**src/rtl/ltl_monitor_sequencer.sv**
```systemverilog
// ltl_monitor_sequencer: buffers trace symbols, drives the reset/run pair of
// one LTL automaton cluster and returns each non-zero report vector together
// with the index of the symbol that produced it over a valid/ready port.
module ltl_monitor_sequencer #(
    parameter int SYM_W    = 8,
    parameter int N_RPT    = 4,
    parameter int DEPTH    = 8,
    parameter int IDX_W    = 16,
    parameter int INIT_CYC = 2
) (
    input  logic             clk,
    input  logic             reset,
    input  logic             start,
    input  logic             in_valid,
    input  logic [SYM_W-1:0] in_sym,
    input  logic             in_last,
    output logic             in_ready,
    output logic             auto_reset,
    output logic             auto_run,
    output logic [SYM_W-1:0] auto_sym,
    input  logic [N_RPT-1:0] auto_report,
    output logic             rpt_valid,
    input  logic             rpt_ready,
    output logic [N_RPT-1:0] rpt_vec,
    output logic [IDX_W-1:0] rpt_idx,
    output logic             busy,
    output logic             done
);
    localparam int                PTR_W     = $clog2(DEPTH);
    localparam int                ICNT_W    = (INIT_CYC > 1) ? $clog2(INIT_CYC) : 1;
    localparam logic [PTR_W:0]    FULL_CNT  = (PTR_W + 1)'(DEPTH);
    localparam logic [ICNT_W-1:0] INIT_LAST = ICNT_W'(INIT_CYC - 1);

    typedef enum logic [1:0] {S_IDLE, S_INIT, S_RUN, S_FLUSH} state_t;

    state_t              state_q, state_d;
    logic [ICNT_W-1:0]   init_cnt_q;
    logic [SYM_W:0]      fifo_mem_q [DEPTH];
    logic [PTR_W-1:0]    wr_ptr_q, rd_ptr_q;
    logic [PTR_W:0]      fcnt_q;
    logic                last_seen_q, pend_q;
    logic [IDX_W-1:0]    next_idx_q, cur_idx_q;
    logic [SYM_W-1:0]    sym_hold_q;
    logic [N_RPT-1:0]    rb_vec_q [2];
    logic [IDX_W-1:0]    rb_idx_q [2];
    logic                rb_wr_q, rb_rd_q;
    logic [1:0]          rb_cnt_q;

    logic                fifo_full, fifo_empty, push, issue, init_clr, capture, rpt_pop;
    logic [SYM_W:0]      fifo_head;

    assign fifo_head  = fifo_mem_q[rd_ptr_q];
    assign fifo_full  = (fcnt_q == FULL_CNT);
    assign fifo_empty = (fcnt_q == '0);
    assign push       = in_valid & in_ready;
    assign init_clr   = (state_q == S_IDLE) & start;
    assign capture    = pend_q & (auto_report != '0);
    assign rpt_pop    = rpt_valid & rpt_ready;

    // Next-state and handshake decode; an issue needs a buffered symbol and
    // room for its report among the held and in-flight reports.
    always_comb begin
        state_d  = state_q;
        in_ready = 1'b0;
        issue    = 1'b0;
        done     = 1'b0;
        case (state_q)
            S_IDLE: begin
                if (start) state_d = S_INIT;
            end
            S_INIT: begin
                in_ready = !fifo_full;
                if (init_cnt_q == INIT_LAST) state_d = S_RUN;
            end
            S_RUN: begin
                in_ready = !fifo_full && !last_seen_q;
                if (!fifo_empty && ((rb_cnt_q + {1'b0, pend_q}) < 2'd2)) begin
                    issue = 1'b1;
                    if (fifo_head[SYM_W]) state_d = S_FLUSH;
                end
            end
            S_FLUSH: begin
                if (!pend_q && (rb_cnt_q == 2'd0)) begin
                    done    = 1'b1;
                    state_d = S_IDLE;
                end
            end
            default: state_d = S_IDLE;
        endcase
    end

    assign auto_run   = issue;
    assign auto_reset = reset | (state_q == S_INIT);
    assign auto_sym   = issue ? fifo_head[SYM_W-1:0] : sym_hold_q;
    assign busy       = (state_q != S_IDLE);
    assign rpt_valid  = (rb_cnt_q != 2'd0);
    assign rpt_vec    = rpt_valid ? rb_vec_q[rb_rd_q] : '0;
    assign rpt_idx    = rpt_valid ? rb_idx_q[rb_rd_q] : '0;

    // State register and INIT dwell counter.
    always_ff @(posedge clk) begin
        if (reset) begin
            state_q    <= S_IDLE;
            init_cnt_q <= '0;
        end else begin
            state_q    <= state_d;
            init_cnt_q <= (state_q == S_INIT) ? init_cnt_q + 1'b1 : '0;
        end
    end

    // Symbol FIFO pointers and occupancy; emptied at every trace start.
    always_ff @(posedge clk) begin
        if (reset || init_clr) begin
            wr_ptr_q <= '0;
            rd_ptr_q <= '0;
            fcnt_q   <= '0;
        end else begin
            if (push)  wr_ptr_q <= wr_ptr_q + 1'b1;
            if (issue) rd_ptr_q <= rd_ptr_q + 1'b1;
            if (push && !issue)      fcnt_q <= fcnt_q + 1'b1;
            else if (!push && issue) fcnt_q <= fcnt_q - 1'b1;
        end
    end

    // Symbol FIFO storage, the last flag travels above the symbol bits.
    always_ff @(posedge clk) begin
        if (push) fifo_mem_q[wr_ptr_q] <= {in_last, in_sym};
    end

    // Per-trace bookkeeping: end-of-trace seen, capture pending, symbol index.
    always_ff @(posedge clk) begin
        if (reset || init_clr) begin
            last_seen_q <= 1'b0;
            pend_q      <= 1'b0;
            next_idx_q  <= '0;
            cur_idx_q   <= '0;
        end else begin
            if (push && in_last) last_seen_q <= 1'b1;
            pend_q <= issue;
            if (issue) begin
                cur_idx_q <= next_idx_q;
                if (next_idx_q != '1) next_idx_q <= next_idx_q + 1'b1;
            end
        end
    end

    // Hold the last issued symbol on the automaton input between issues.
    always_ff @(posedge clk) begin
        if (reset)      sym_hold_q <= '0;
        else if (issue) sym_hold_q <= fifo_head[SYM_W-1:0];
    end

    // Report buffer control; push and pop may coincide.
    always_ff @(posedge clk) begin
        if (reset) begin
            rb_wr_q  <= 1'b0;
            rb_rd_q  <= 1'b0;
            rb_cnt_q <= 2'd0;
        end else begin
            if (capture) rb_wr_q <= ~rb_wr_q;
            if (rpt_pop) rb_rd_q <= ~rb_rd_q;
            if (capture && !rpt_pop)      rb_cnt_q <= rb_cnt_q + 1'b1;
            else if (!capture && rpt_pop) rb_cnt_q <= rb_cnt_q - 1'b1;
        end
    end

    // Report buffer storage: captured vector tagged with its symbol index.
    always_ff @(posedge clk) begin
        if (capture) begin
            rb_vec_q[rb_wr_q] <= auto_report;
            rb_idx_q[rb_wr_q] <= cur_idx_q;
        end
    end

endmodule

```
**config.mk**
```make
export PLATFORM = sky130hd
export DESIGN_NAME = ltl_monitor_sequencer
export DESIGN_NICKNAME = d
export VERILOG_FILES = /design/src/rtl/ltl_monitor_sequencer.sv
export SDC_FILE = /design/constraint.sdc
export NUM_CORES = 1
export LEC_CHECK = 0
export ABC_AREA = 1
export CAP_MARGIN = 20
export CORE_MARGIN = 5
export CORE_UTILIZATION = 25
export DETAILED_ROUTE_END_ITERATION = 12
export HOLD_SLACK_MARGIN = 0.03
export MAX_ROUTING_LAYER = met4
export PLACE_DENSITY = 0.42
export SLEW_MARGIN = 20
export SYNTH_ARGS = -nofsm -noshare
export SYNTH_HDL_FRONTEND = slang
export SYNTH_SLANG_ARGS = --single-unit
```
**constraint.sdc**
```tcl
create_clock -name clk -period 6 [get_ports clk]
set_clock_uncertainty 0.1 [all_clocks]
set_input_delay 0.6 -clock clk [delete_from_list [all_inputs] [get_ports clk]]
set_output_delay 0.6 -clock clk [all_outputs]
set_load 0.02 [all_outputs]
```
==> results of run 1 <==
## metrics by stage
step | util (%) | instance area, um2 | hold WS [ns]
after floorplan | - | 7170 | 0.320
after global placement | 28.4 | 8110 | 0.339
after detailed placement | 28.4 | 8110 | 0.341
after CTS | 30.5 | 8710 | 0.356
after global routing | 30.5 | 8710 | 0.373
final | 30.5 | 8710 | 0.354
## worst max-delay path, stage by stage, from the launching register on
cell and delay (ns):
dfxtp_1 0.31, buf_4 0.32, clkinv_1 0.48, buf_4 0.37, nor2_1 0.10, nor2_1 0.05, o21ai_0 0.11, o211ai_1 0.11
nand3_1 0.16, nand2_1 0.07, clkdlybuf4s50_1 0.54
## per-layer routing
layer,up-vias,part of all wire [%]
met5,-,0
met4,0,0.86
met3,10,4.1
met2,90,43
met1,2266,52
li1,2503,-
## registers in the layout (all words and copies together) (netlist names), named ones only
name         cells
last_seen_q      1
state_q          2
rb_idx_q        32
rb_cnt_q         2
cur_idx_q       16
rb_rd_q          1
next_idx_q      16
fifo_mem_q      72
pend_q           1
fcnt_q           4
rb_wr_q          1
rd_ptr_q         3
sym_hold_q       8
rb_vec_q         8
init_cnt_q       1
wr_ptr_q         3
## kinds of logic (layout without fill, tap and decap cells)
family	after synthesis	in the layout	share of synthesized area, %
DFF	175	175	64.5
other	0	1	0
AOI/OAI and AO/OA	151	151	11.4
adders and majority gates	13	13	2.37
and+or+nand+nor	267	267	15.4
xor gates and xnor gates	15	15	1.83
buffers and inverters	79	144	4.57
## Yosys cell counts (12+ instances only)
cell	number
clkbuf_1	18
edfxtp_1	112
ha_1	12
xor2_1	12
inv_1	46
a21oi_1	73
nand3_1	25
dfxtp_1	63
nand2_1	136
nor2_1	87
o21ai_0	58
## how the worst max path moves through the flow
| stage | end | depth (start not counted) | slack [ns] | startpoint |
|---|---|---|---|---|
| after floorplan | fcnt_q[3] | 15 | 3.54 | state_q[1] |
| after global placement | auto_sym[7] | 10 | 2.60 | flop |
| after detailed placement | auto_sym[7] | 10 | 2.65 | flop |
| after CTS | auto_sym[7] | 10 | 2.19 | flop |
| after global routing | auto_sym[7] | 10 | 1.97 | flop |
| final | auto_sym[3] | 10 | 2.25 | flop |
## cell type report
| type | count | area share [%] |
|---|---|---|
| multi-input cells | 446 | 25.5 |
| repair buffers | 62 | 6.81 |
| clock buffers | 18 | 4.93 |
| clock inverters | 14 | 1.95 |
| well taps | 384 | 5.52 |
| inverters | 50 | 2.18 |
| flip-flops and latches | 175 | 53.1 |
| diodes | 1 | 0.0287 |
## power breakdown
part | internal, mW | switching [mW]
sequential | 1.36 | 0.0500
combinational | 0.319 | 0.541
clock | 0.564 | 0.525
total | 2.24 | 1.12
==> impl_metrics.tcl, run 1 <==
set metrics [dict create \
    grt_pass1_wl_mm 26.0 \
    grt-ovfl-total 0 \
    synth-main-ff-cell "edfxtp_1" \
    cts_tree "built" \
    yosysTopAreaCell "edfxtp_1" \
    regToRegEndpoint "fcnt_q[3]" \
    initial_core_util_pct 25.1 \
    yosysWarningCount 0 \
    grt-busiest-layer "met2" \
    hpwl_mm 10.9 \
    clockRootBuffer "clkbuf_16" \
    ys_seq_area_share_pct 64.5 \
    hold_end "rb_idx_q[0][3]" \
    start_kind "flop" \
    core_mm2 0.0285 \
    area_delta_synth_final_pct 21.5 \
    r2r_slack_ns 2.78 \
    clock.fmax_mhz 267 \
    port_buffers 51 \
    final_cell_mix "136 x nand2_1, 112 x edfxtp_1, 86 x nor2_1" \
    setup_tns_ns 0 \
    r2r_cells 14 \
    synthArstFlopShare_pct 0 \
    fin_crit_sh_pct 62.5 \
    finalHoldViolCount 0 \
    worst_hold_path_type "flop to flop" \
    multi_input_area_mm2 0.00222 \
    setup_ws_ns 2.25 \
    synth_edf_count 112 \
    tightestPinTransition_ns 1.08 \
    postRouteAntennaNets 0 \
    drive_gt1_share_pct 6.93 \
    ys_seq_elements 175 \
    cts_sinks 175 \
    maxCapViolations 0 \
    p_leak_nw 3.01 \
    p_per_area_mw_per_mm2 385 \
    fillers 2999 \
    met1_usage_pct 15.2 \
    ios 52 \
    grt_max_degree 38 \
    drc 0 \
    drv_slew 0 \
    synth.avg_cell_area_um2 10.2 \
    antenna_found_initial 1 \
    hold_start "cur_idx_q[3]" \
    rows 62 \
    cts_buffers 17 \
    gr-usage-met2_pct 16.1 \
    h-tree-depth 4 \
    dp_cells 1117 \
    yosysTopAreaCellShare_pct 46.9 \
    clk_latency_ns 0.42 \
    r2r-start "pend_q" \
    power_mw 3.36 \
    netlist_instances 700 \
    die_h_um 179 \
    path_clk_slew_ns 0.07 \
    grt_pass1_vias 4571 \
    cts_resized 0 \
    wl_per_cell_um 14.4 \
    routed_wl_mm 16.6 \
    nets 783 \
    via_per_inst 4.23 \
    drtPass1Iterations 5 \
    hold_buffers 0 \
    cts_setup_buffers 0 \
    grt_use_met3_pct 1.99 \
    netlist_area_mm2 0.00717 \
    setup_viol 0 \
    cts.path.max_buffers 2 \
    path_max_fanout 37 \
    final_common_cell "nand2_1" \
    max_slew_margin_pct 27.4 \
    drtIter0Drc 388 \
    outcome "complete, no violations" \
    grt_usage_pct 10.8 \
    min_delay_path_depth 0 \
    critPathCaptureType "primary output" \
    seqCellArea_mm2 0.00462 \
    path_class "flop to primary output" \
    min_period_ns 3.75 \
    die_w_um 179 \
    routabilityCongestion 0.746 \
    place_ws_ns 2.65 \
    syn_nets 731 \
    final_cells 1150 \
    die_area_mm2 0.0322 \
    synth_cell_types 33 \
    cp.arrival_ns 3.05 \
    via_count 4869 \
    cp.required_ns 5.30 \
    synthTopCellsByArea "edfxtp_1 47%, dfxtp_1 18%, nand2_1 7.1%" \
    ir_drop_mv 0.196 \
    rsz0062_at_grt "false" \
]
Power figures use the tool's default switching activity.
==> inputs of run 2 (changes only) <==
==> constraint.sdc (replaced) <==
create_clock -name clk -period 3.68 [get_ports clk]
set_clock_uncertainty 0.1 [all_clocks]
set_input_delay 0.368 -clock clk [delete_from_list [all_inputs] [get_ports clk]]
set_output_delay 0.368 -clock clk [all_outputs]
set_load 0.02 [all_outputs]
==> impl_metrics.tcl, run 2 (same netlist as run 1, synthesis figures left out) <==
set metrics [dict create \
    hold_end "rb_idx_q[0][0]" \
    cts.path.max_buffers 2 \
    grt_max_degree 37 \
    drtPass1Iterations 6 \
    largest_reg_flops 72 \
    hpwl_mm 11.5 \
    ir_drop_mv 0.265 \
    regToRegEndpoint "fcnt_q[3]" \
    cts_sinks 175 \
    grt-ovfl-total 0 \
    clockRootBuffer "clkbuf_16" \
    start_kind "flop" \
    cp.arrival_ns 2.92 \
    cts_buffers 17 \
    die_w_um 179 \
    port_buffers 51 \
    p_per_area_mw_per_mm2 628 \
    fin_crit_sh_pct 92.0 \
    drtIter0Drc 304 \
    maxCapViolations 0 \
    multi_input_area_mm2 0.00222 \
    cts_tree "built" \
    rows 62 \
    drive_gt1_share_pct 8.25 \
    final_common_cell "nand2_1" \
    clock.fmax_mhz 296 \
    grt_usage_pct 11.3 \
    area_delta_synth_final_pct 23.0 \
    core_mm2 0.0285 \
    clk_latency_ns 0.43 \
    grt_pass1_vias 4904 \
    h-tree-depth 4 \
    via_count 4953 \
    via_per_inst 4.27 \
    routabilityCongestion 0.758 \
    setup_viol 0 \
    path_class "flop to primary output" \
    min_period_ns 3.38 \
    critPathCaptureType "primary output" \
    place_ws_ns 0.645 \
    final_cell_mix "136 x nand2_1, 112 x edfxtp_1, 87 x nor2_1" \
    die_area_mm2 0.0322 \
    rsz0062_at_grt "false" \
    regMostFlops "fifo_mem_q" \
    cts_setup_buffers 0 \
    cts_resized 0 \
    setup_tns_ns 0 \
    path_clk_slew_ns 0.08 \
    cp.required_ns 3.21 \
    top_regs "fifo_mem_q: 72 flops, rb_idx_q: 32 flops" \
    path_max_fanout 10 \
    ios 52 \
    diodes 0 \
    fillers 3015 \
    postRouteAntennaNets 0 \
    max_slew_margin_pct 38.4 \
    drc 0 \
    setup_ws_ns 0.296 \
    drv_slew 0 \
    routed_wl_mm 16.9 \
    nets 794 \
    tightestPinTransition_ns 0.920 \
    r2r_cells 15 \
    wl_per_cell_um 14.6 \
    min_delay_path_depth 0 \
    worst_hold_path_type "flop to flop" \
    antenna_found_initial 0 \
    finalHoldViolCount 0 \
    initial_core_util_pct 25.1 \
    hold_start "cur_idx_q[0]" \
    seqCellArea_mm2 0.00462 \
    outcome "complete, no violations" \
    r2r-start "state_q[0]" \
    grt_pass1_wl_mm 27.4 \
    p_leak_nw 3.08 \
    hold_buffers 0 \
    r2r_slack_ns 0.79 \
    die_h_um 179 \
]
## run 2: cell count changes in the layout (fill, tap and decap cells not counted), moves of 2 or more
cell | before | now
inv_8 | 4 | 0
buf_4 | 11 | 22
inv_12 | 0 | 2
clkinv_8 | 5 | 8
## run 2: worst max-delay path by stage
stage,startpoint,end,cells past startpoint
2_1_floorplan,state_q[1],fcnt_q[3],15
3_3_place_gp,state_q[0],auto_sym[2],7
3_5_place_dp,state_q[0],auto_sym[2],7
4_1_cts,state_q[0],auto_sym[2],7
5_1_grt,state_q[0],auto_sym[2],7
6_report,state_q[0],auto_sym[2],7
## run 2: worst max-delay path: stages, from the launching register on
cell and delay [ns]:
dfxtp_1 0.33, inv_1 0.12, ha_1 0.27, inv_1 0.10, nor3b_4 0.60, nand3_1 0.33
nand2_1 0.13, clkdlybuf4s50_1 0.61
## run 2: layer usage
layer  share of wire (%)  wire, um  up-vias  GRT usage (%)
met5                   0         0        -              -
met4                0.79       133        0           3.01
met3                 3.4       575        8           2.20
li1                    -         -     2516              -
met1                  52      8730     2348           15.9
met2                  44      7490       81           16.8
## run 2: report_power, final
part	switching [mW]	internal (mW)	leakage, nW
Clock	0.920	0.938	0.301
Sequential	0.0763	2.21	1.54
Combinational	0.870	0.526	1.24
## run 2: cell type report
cell class,count,area share [%]
flip-flops and latches,175,52.4
inverters,50,2.16
multi-input cells,446,25.1
repair buffers,73,7.66
well taps,384,5.45
clock buffers,17,4.82
clock inverters,15,2.34
## run 2: through the flow
| step | utilization, % | cells | power, mW | instance area, um2 | hold slack [ns] |
|---|---|---|---|---|---|
| after floorplan | - | 700 | 3.20 | 7170 | 0.320 |
| after global placement | 28.7 | 1128 | 3.76 | 8190 | 0.333 |
| after detailed placement | 28.7 | 1128 | 3.76 | 8190 | 0.335 |
| after CTS | 30.9 | 1160 | 5.64 | 8820 | 0.356 |
| after global routing | 30.9 | 1160 | 5.90 | 8820 | 0.364 |
| final | 30.9 | 1160 | 5.54 | 8820 | 0.350 |
